$ cat src/rtl/mem_test_seq.sv
// Memory test sequencer: a write pass and then a verifying read pass over every
// address of a single-port synchronous RAM, with mismatch counting and first-fail capture.
module mem_test_seq #(
  parameter int unsigned DATA_WIDTH = 16,
  parameter int unsigned ADDR_WIDTH = 10
) (
  input  logic                  clk,
  input  logic                  reset,
  input  logic                  next,
  input  logic                  run,
  input  logic [1:0]            mode,
  input  logic [DATA_WIDTH-1:0] data_in,
  output logic                  wr_en,
  output logic [ADDR_WIDTH-1:0] addr,
  output logic [DATA_WIDTH-1:0] data_out,
  output logic                  busy,
  output logic                  done,
  output logic                  error,
  output logic [ADDR_WIDTH-1:0] err_addr,
  output logic [15:0]           err_count
);

  localparam int unsigned ERR_W = 16;

  typedef enum logic [2:0] {
    IDLE  = 3'd0,
    WRITE = 3'd1,
    READ  = 3'd2,
    CHECK = 3'd3,
    DONE  = 3'd4
  } state_t;

  state_t                state;
  logic [ADDR_WIDTH-1:0] cnt;
  logic [1:0]            mode_q;
  logic                  next_prev;
  logic                  edge_ok;
  logic                  en;

  logic                  cnt_max;
  logic [ADDR_WIDTH-1:0] cnt_inc;
  logic                  mismatch;

  // Test pattern for address a under pattern select m.
  function automatic logic [DATA_WIDTH-1:0] pattern(input logic [1:0] m,
                                                    input logic [ADDR_WIDTH-1:0] a);
    logic [DATA_WIDTH-1:0] p;
    p = '0;
    case (m)
      2'd0:    p = DATA_WIDTH'(a);
      2'd1:    for (int unsigned i = 0; i < DATA_WIDTH; i++) p[i] = i[0] ^ a[0];
      2'd2:    p = ~DATA_WIDTH'(a);
      default: p = '1;
    endcase
    return p;
  endfunction

  assign cnt_max  = &cnt;
  assign cnt_inc  = cnt + ADDR_WIDTH'(1);
  assign mismatch = (data_in != pattern(mode_q, cnt));

  // Step enable; edge_ok blocks a level held high across reset release from
  // being taken as a press.
  always_ff @(posedge clk) begin
    if (!reset) begin
      next_prev <= 1'b0;
      edge_ok   <= 1'b0;
      en        <= 1'b0;
    end else begin
      next_prev <= next;
      edge_ok   <= edge_ok | ~next;
      en        <= (next & ~next_prev & edge_ok) | run;
    end
  end

  // Sequencer with outputs registered alongside the state transition.
  always_ff @(posedge clk) begin
    if (!reset) begin
      state     <= IDLE;
      cnt       <= '0;
      mode_q    <= 2'd0;
      wr_en     <= 1'b0;
      addr      <= '0;
      data_out  <= '0;
      busy      <= 1'b0;
      done      <= 1'b0;
      error     <= 1'b0;
      err_addr  <= '0;
      err_count <= '0;
    end else begin
      case (state)
        IDLE: begin
          if (en) begin
            mode_q    <= mode;
            error     <= 1'b0;
            err_count <= '0;
            err_addr  <= '0;
            cnt       <= '0;
            state     <= WRITE;
            wr_en     <= 1'b1;
            addr      <= '0;
            data_out  <= pattern(mode, '0);
            busy      <= 1'b1;
            done      <= 1'b0;
          end
        end
        WRITE: begin
          if (en) begin
            if (cnt_max) begin
              cnt      <= '0;
              state    <= READ;
              wr_en    <= 1'b0;
              addr     <= '0;
              data_out <= '0;
            end else begin
              cnt      <= cnt_inc;
              addr     <= cnt_inc;
              data_out <= pattern(mode_q, cnt_inc);
            end
          end
        end
        READ: begin
          if (en) state <= CHECK;
        end
        CHECK: begin
          if (mismatch) begin
            if (err_count != {ERR_W{1'b1}}) err_count <= err_count + ERR_W'(1);
            if (!error) begin
              error    <= 1'b1;
              err_addr <= cnt;
            end
          end
          if (cnt_max) begin
            state <= DONE;
            addr  <= '0;
            busy  <= 1'b0;
            done  <= 1'b1;
          end else begin
            cnt   <= cnt_inc;
            addr  <= cnt_inc;
            state <= READ;
          end
        end
        DONE: begin
          if (en) begin
            state <= IDLE;
            done  <= 1'b0;
          end
        end
        default: begin
          state    <= IDLE;
          wr_en    <= 1'b0;
          addr     <= '0;
          data_out <= '0;
          busy     <= 1'b0;
          done     <= 1'b0;
        end
      endcase
    end
  end

endmodule

$ cat config.mk
export PLATFORM = sky130hd
export DESIGN_NAME = mem_test_seq
export DESIGN_NICKNAME = d
export VERILOG_FILES = /design/src/rtl/mem_test_seq.sv
export SDC_FILE = /design/constraint.sdc
export NUM_CORES = 1
export LEC_CHECK = 0
export ABC_AREA = 1
export CORE_ASPECT_RATIO = 0.6
export CORE_MARGIN = 2
export CORE_UTILIZATION = 58
export CTS_BUF_LIST = sky130_fd_sc_hd__clkbuf_4
export DETAILED_ROUTE_END_ITERATION = 8
export PLACE_DENSITY = 0.88
export RECOVER_POWER = 50
export SYNTH_ARGS = -nofsm -noshare
export SYNTH_HDL_FRONTEND = slang
export SYNTH_SLANG_ARGS = --single-unit
$ cat constraint.sdc
create_clock -name clk -period 2.7 [get_ports clk]
set_clock_uncertainty 0.05 [all_clocks]
set_input_delay 0.27 -clock clk [delete_from_list [all_inputs] [get_ports clk]]
set_output_delay 0.27 -clock clk [all_outputs]
set_load 0.01 [all_outputs]
Yosys cells after proc, flatten, opt, wreduce, memory -nomap -nowiden --
Index checks and enable logic that the tools add are counted.
Storage, ports and cells: register bits 74
Cells by class: $add $sub $neg 2, eq/ne operators 20, mux-type cells 37, bitwise operators 14, reduce and logical (&&, ||, !) cells 22
Operators by type and width (count):
- $pmux W16 S3 | 3
- $mux W16 | 6
- $pmux W16 S2 | 2
- $mux W10 | 6
- $pmux W10 S4 | 1
- $not A10 Y16 | 2
- $pmux W10 S3 | 1
- $ne A2 B2 Y1 const B | 10
- $pmux W10 S2 | 1
- $mux W3 | 6
- $add A16 B1 Y16 const B | 1
- $ne A16 B16 Y1 | 1
- $ne A16 B16 Y1 const B | 1
- $reduce_and A4 Y1 | 4
- $pmux W3 S5 | 1
- $reduce_and A3 Y1 | 5
- $add A10 B1 Y10 const B | 1
- $reduce_and A10 Y1 | 1
- $pmux W1 S3 | 3
- $not A1 Y1 | 8
- $eq A3 B2 Y1 const B | 2
- $mux W1 | 6
- $reduce_or A2 Y1 | 3
- $reduce_or A3 Y1 | 2
- other kinds (14) | 18

Depth between registers and ports, before layout --
depth after elaboration 6, gate-level depth with buffers 16, depth with buffers taken out 15

Least setup slack after synthesis --
OpenSTA, ideal clock, no wires.
kind flip-flop to flip-flop, start register err_count[0], end register err_count[9], arrival time 1731 ps, data required time 2537 ps, slack 806 ps, cell stages (with the launch flop) 16, path buffers 1, cells stage by stage dfxtp_1 ha_1 nand3_1 nor2_1 nand2_1 nor2_1 nand2_1 nor2_1 nand4_1 nand2_1 inv_1 nand2_4 buf_6 nand2_1 nand2_1 nor2_1
On the way: longest elaborated chain between the ends 4, elaborated cells on any way between the ends 7
RTL lines:
- start: declaration | line 20 | output logic [15:0] err_count
- start signal: assignment | line 127 | if (err_count != {ERR_W{1'b1}}) err_count <= err_count + ERR_W'(1);
- $add A16 B1 Y16 | line 127
- $mux W16 | line 127
- $mux W16 | line 126 | if (mismatch) begin
- $pmux W16 S2 | line 91 | case (state)
Several ways; a longest one is shown, not always the timed one. The select of a mux whose other input is x is not followed. A chain may end at the register's enable or synchronous reset.

Final worst setup path --
start register cnt[0], end register state[0]
On the way: longest elaborated chain between the ends 3
RTL lines:
- start: declaration | line 34 | logic [ADDR_WIDTH-1:0] cnt;
- start signal: assignment | line 116 | cnt <= cnt_inc;
- start signal: assignment | line 139 | cnt <= cnt_inc;
- $reduce_and A10 Y1 | line 58 | assign cnt_max = &cnt;
- $ne A2 B2 Y1 (no source line)
- $reduce_and A5 Y1 (no source line)
- end signal: assignment | line 79 | state <= IDLE;
- end signal: assignment | line 99 | state <= WRITE;
- end signal: assignment | line 111 | state <= READ;
- end: declaration | line 33 | state_t state;
No other way between the ends.

==> metrics.cfg <==
[run_status]
status = finished clean

[finish]
nets = 769
fin_cells = 837
stdcell_area_sq_um = 5090
syn_to_final_growth_pct = 23.7
drive_above_1_share_pct = 7.07
fin_util_pct = 75.2
antenna_cells = 0

[global_routing]
grt.overflow.total = 0
grt_pass1_vias = 4061
grt_start_max_net_pins = 35
grt_use_total_pct = 32.7
antenna_found_initial = 0
grt_first_pass_wirelength_um = 20300

[synthesis]
postSynthCellCount = 670
yosysWarnings = 0
synth_nets = 694
synth_common_cells = nand2_1, nor2_1, inv_1, dfxtp_1, nand3_1
synth.distinct_cells = 30
synth_area_per_cell_sq_um = 6.14
synth_edf_count = 0
postSynth.asyncResetShare_pct = 0
yosysTopAreaCell = dfxtp_1
syn_area_sq_um = 4110
synth_seq_area_share_pct = 34.1
synthFlopType = dfxtp_1
yosys.area.top_type_share_pct = 34.1
synth_area_leaders = dfxtp_1, nand2_1, nor2_1
ys_ff_latch = 70
synth_most_common_cell = nand2_1

[floorplanning]
row_count = 23
die_w_um = 113
pin_count = 78
dieArea_sq_um = 7800
core_area_sq_um = 6760
die_h_um = 69.2
start_util_pct = 60.8

[sta]
period_share_pct = 92.5
max_clock_freq_mhz = 400
rsz0062_at_grt = false
tightest_slew_ns = 0.827
hold_violations = 0
fin_setup_tns_ns = 0
slew_headroom_pct = 44.3
period_minus_slack_ns = 2.50
slew_viol_final = 0
setup_viol_count_final = 0

[job]
cap_violations = 0

[worst_setup_path]
crit_start = cnt[0]
end_kind = flop
required_ns = 3.03
path_max_fanout = 9
cp_data_arrival_time_ns = 2.83
rr_startpoint = cnt[0]
start_kind = flop
path_class = reg2reg

[worst_hold_path]
hold_path.class = in2reg
hold_start = run

[clocking]
clk_pin_slew_ns = 0.12
cts-root-buf = clkbuf_4
clock_sinks = 70
tritoncts = yes
cts_resized = 0
clockBufferDepth = 2
numCtsBuffers = 9
cts_hold_buffers = 0
post-cts-setup-buffer-count = 0
h-tree-depth = 3
clock_latency_ns = 0.45

[route]
finalWirelength_um = 12700
drc = 0
drtPass1Iterations = 6
vias_per_cell = 5.65
drtAntennaViolNets = 0
vias = 4728
drt-wirelength-per-cell_um = 15.2
first_iter_violations = 587

[placed_design]
hpwl_um = 9650
port_buffers = 77
place_congestion = 1.02
placed_area_sq_um = 4910
dpl.cell_count = 821

[pwr]
ir_drop_mv = 0.558
leakagePower_nw = 2.40
p_per_area_nw_per_um2 = 802

-- sequential cells by signal (all words and copies together), names as in the netlist, 2 cells and up --
name and cells:
err_addr 10, cnt 10, addr 10, err_count 16, state 3, mode_q 2, data_out 12
-- metrics by stage --
step / hold slack (ns) / power, mW / setup slack (ns)
floorplan: 0.313 / 2.57 / 0.806
global route: 0.375 / 4.35 / 0.0124
CTS: 0.356 / 4.13 / 0.266
global placement: 0.385 / 3.20 / 0.402
finish: 0.379 / 4.08 / 0.202
detailed placement: 0.407 / 3.26 / 0.304
-- kinds of logic (layout without fill, tap and decap cells) --
logic type	after synthesis	in the layout	synth area share, %
compound gates	97	97	12.4
xor+xnor	1	1	0.213
fa+ha+maj	2	2	0.609
buf+inv	112	192	12.2
flops	70	70	34.1
simple gates	388	388	40.5
-- layout by cell type, fill, tap and decap left out, drive strengths merged, types with 2 or more instances in the layout --
cell	n
clkbuf	10
nand4	12
a21oi	56
nand3b	3
dfxtp	70
o21ai	38
nor3	5
ha	2
dlygate4sd3	57
nand3	62
inv	83
nor4	3
nor2	106
bufinv	3
clkdlybuf4s50	20
nand2	193
or2	4
clkinv	7
buf	12
-- metal layers --
layer | vias to the layer above | GRT usage [%] | wire [um]
met1 | 2119 | 49.2 | 5860
li1 | 2275 | - | -
met5 | - | 0 | 0
met2 | 292 | 45.2 | 4980
met3 | 42 | 10.1 | 1660
met4 | 0 | 8.27 | 224
-- cell type report --
type / count / area, sq um
Clock buffer: 9 / 67.6
Inverter: 86 / 323
Multi-Input combinational cell: 488 / 2210
Tap cell: 87 / 109
Fill cell: 558 / 1680
Timing Repair Buffer: 90 / 865
Clock inverter: 7 / 113
Sequential cell: 70 / 1400
-- power by group --
part	switching, mW	internal [mW]	total, mW
sequential	0.207	1.24	1.45
combinational	1.07	0.686	1.76
clock	0.405	0.464	0.869
-- critical path: stages (launching register included) --
cell and delay, ns:
dfxtp_1 0.51, ha_1 0.22, nand2_1 0.10, nor2_1 0.15, nand3_1 0.22, inv_1 0.13
nand3_1 0.12, nand2_1 0.29, o21ai_0 0.25, a21oi_1 0.20, o21ai_0 0.14, inv_1 0.07
-- path summary, 6_finish.rpt --
check                   to  slack, ns  depth (start not counted)
setup reg to reg  state[0]       0.20                         11
hold / removal          en       0.38                          3
hold reg to reg       busy       0.42                          2
setup / recovery  state[0]       0.20                         11
(Power assumes the default switching activity.)
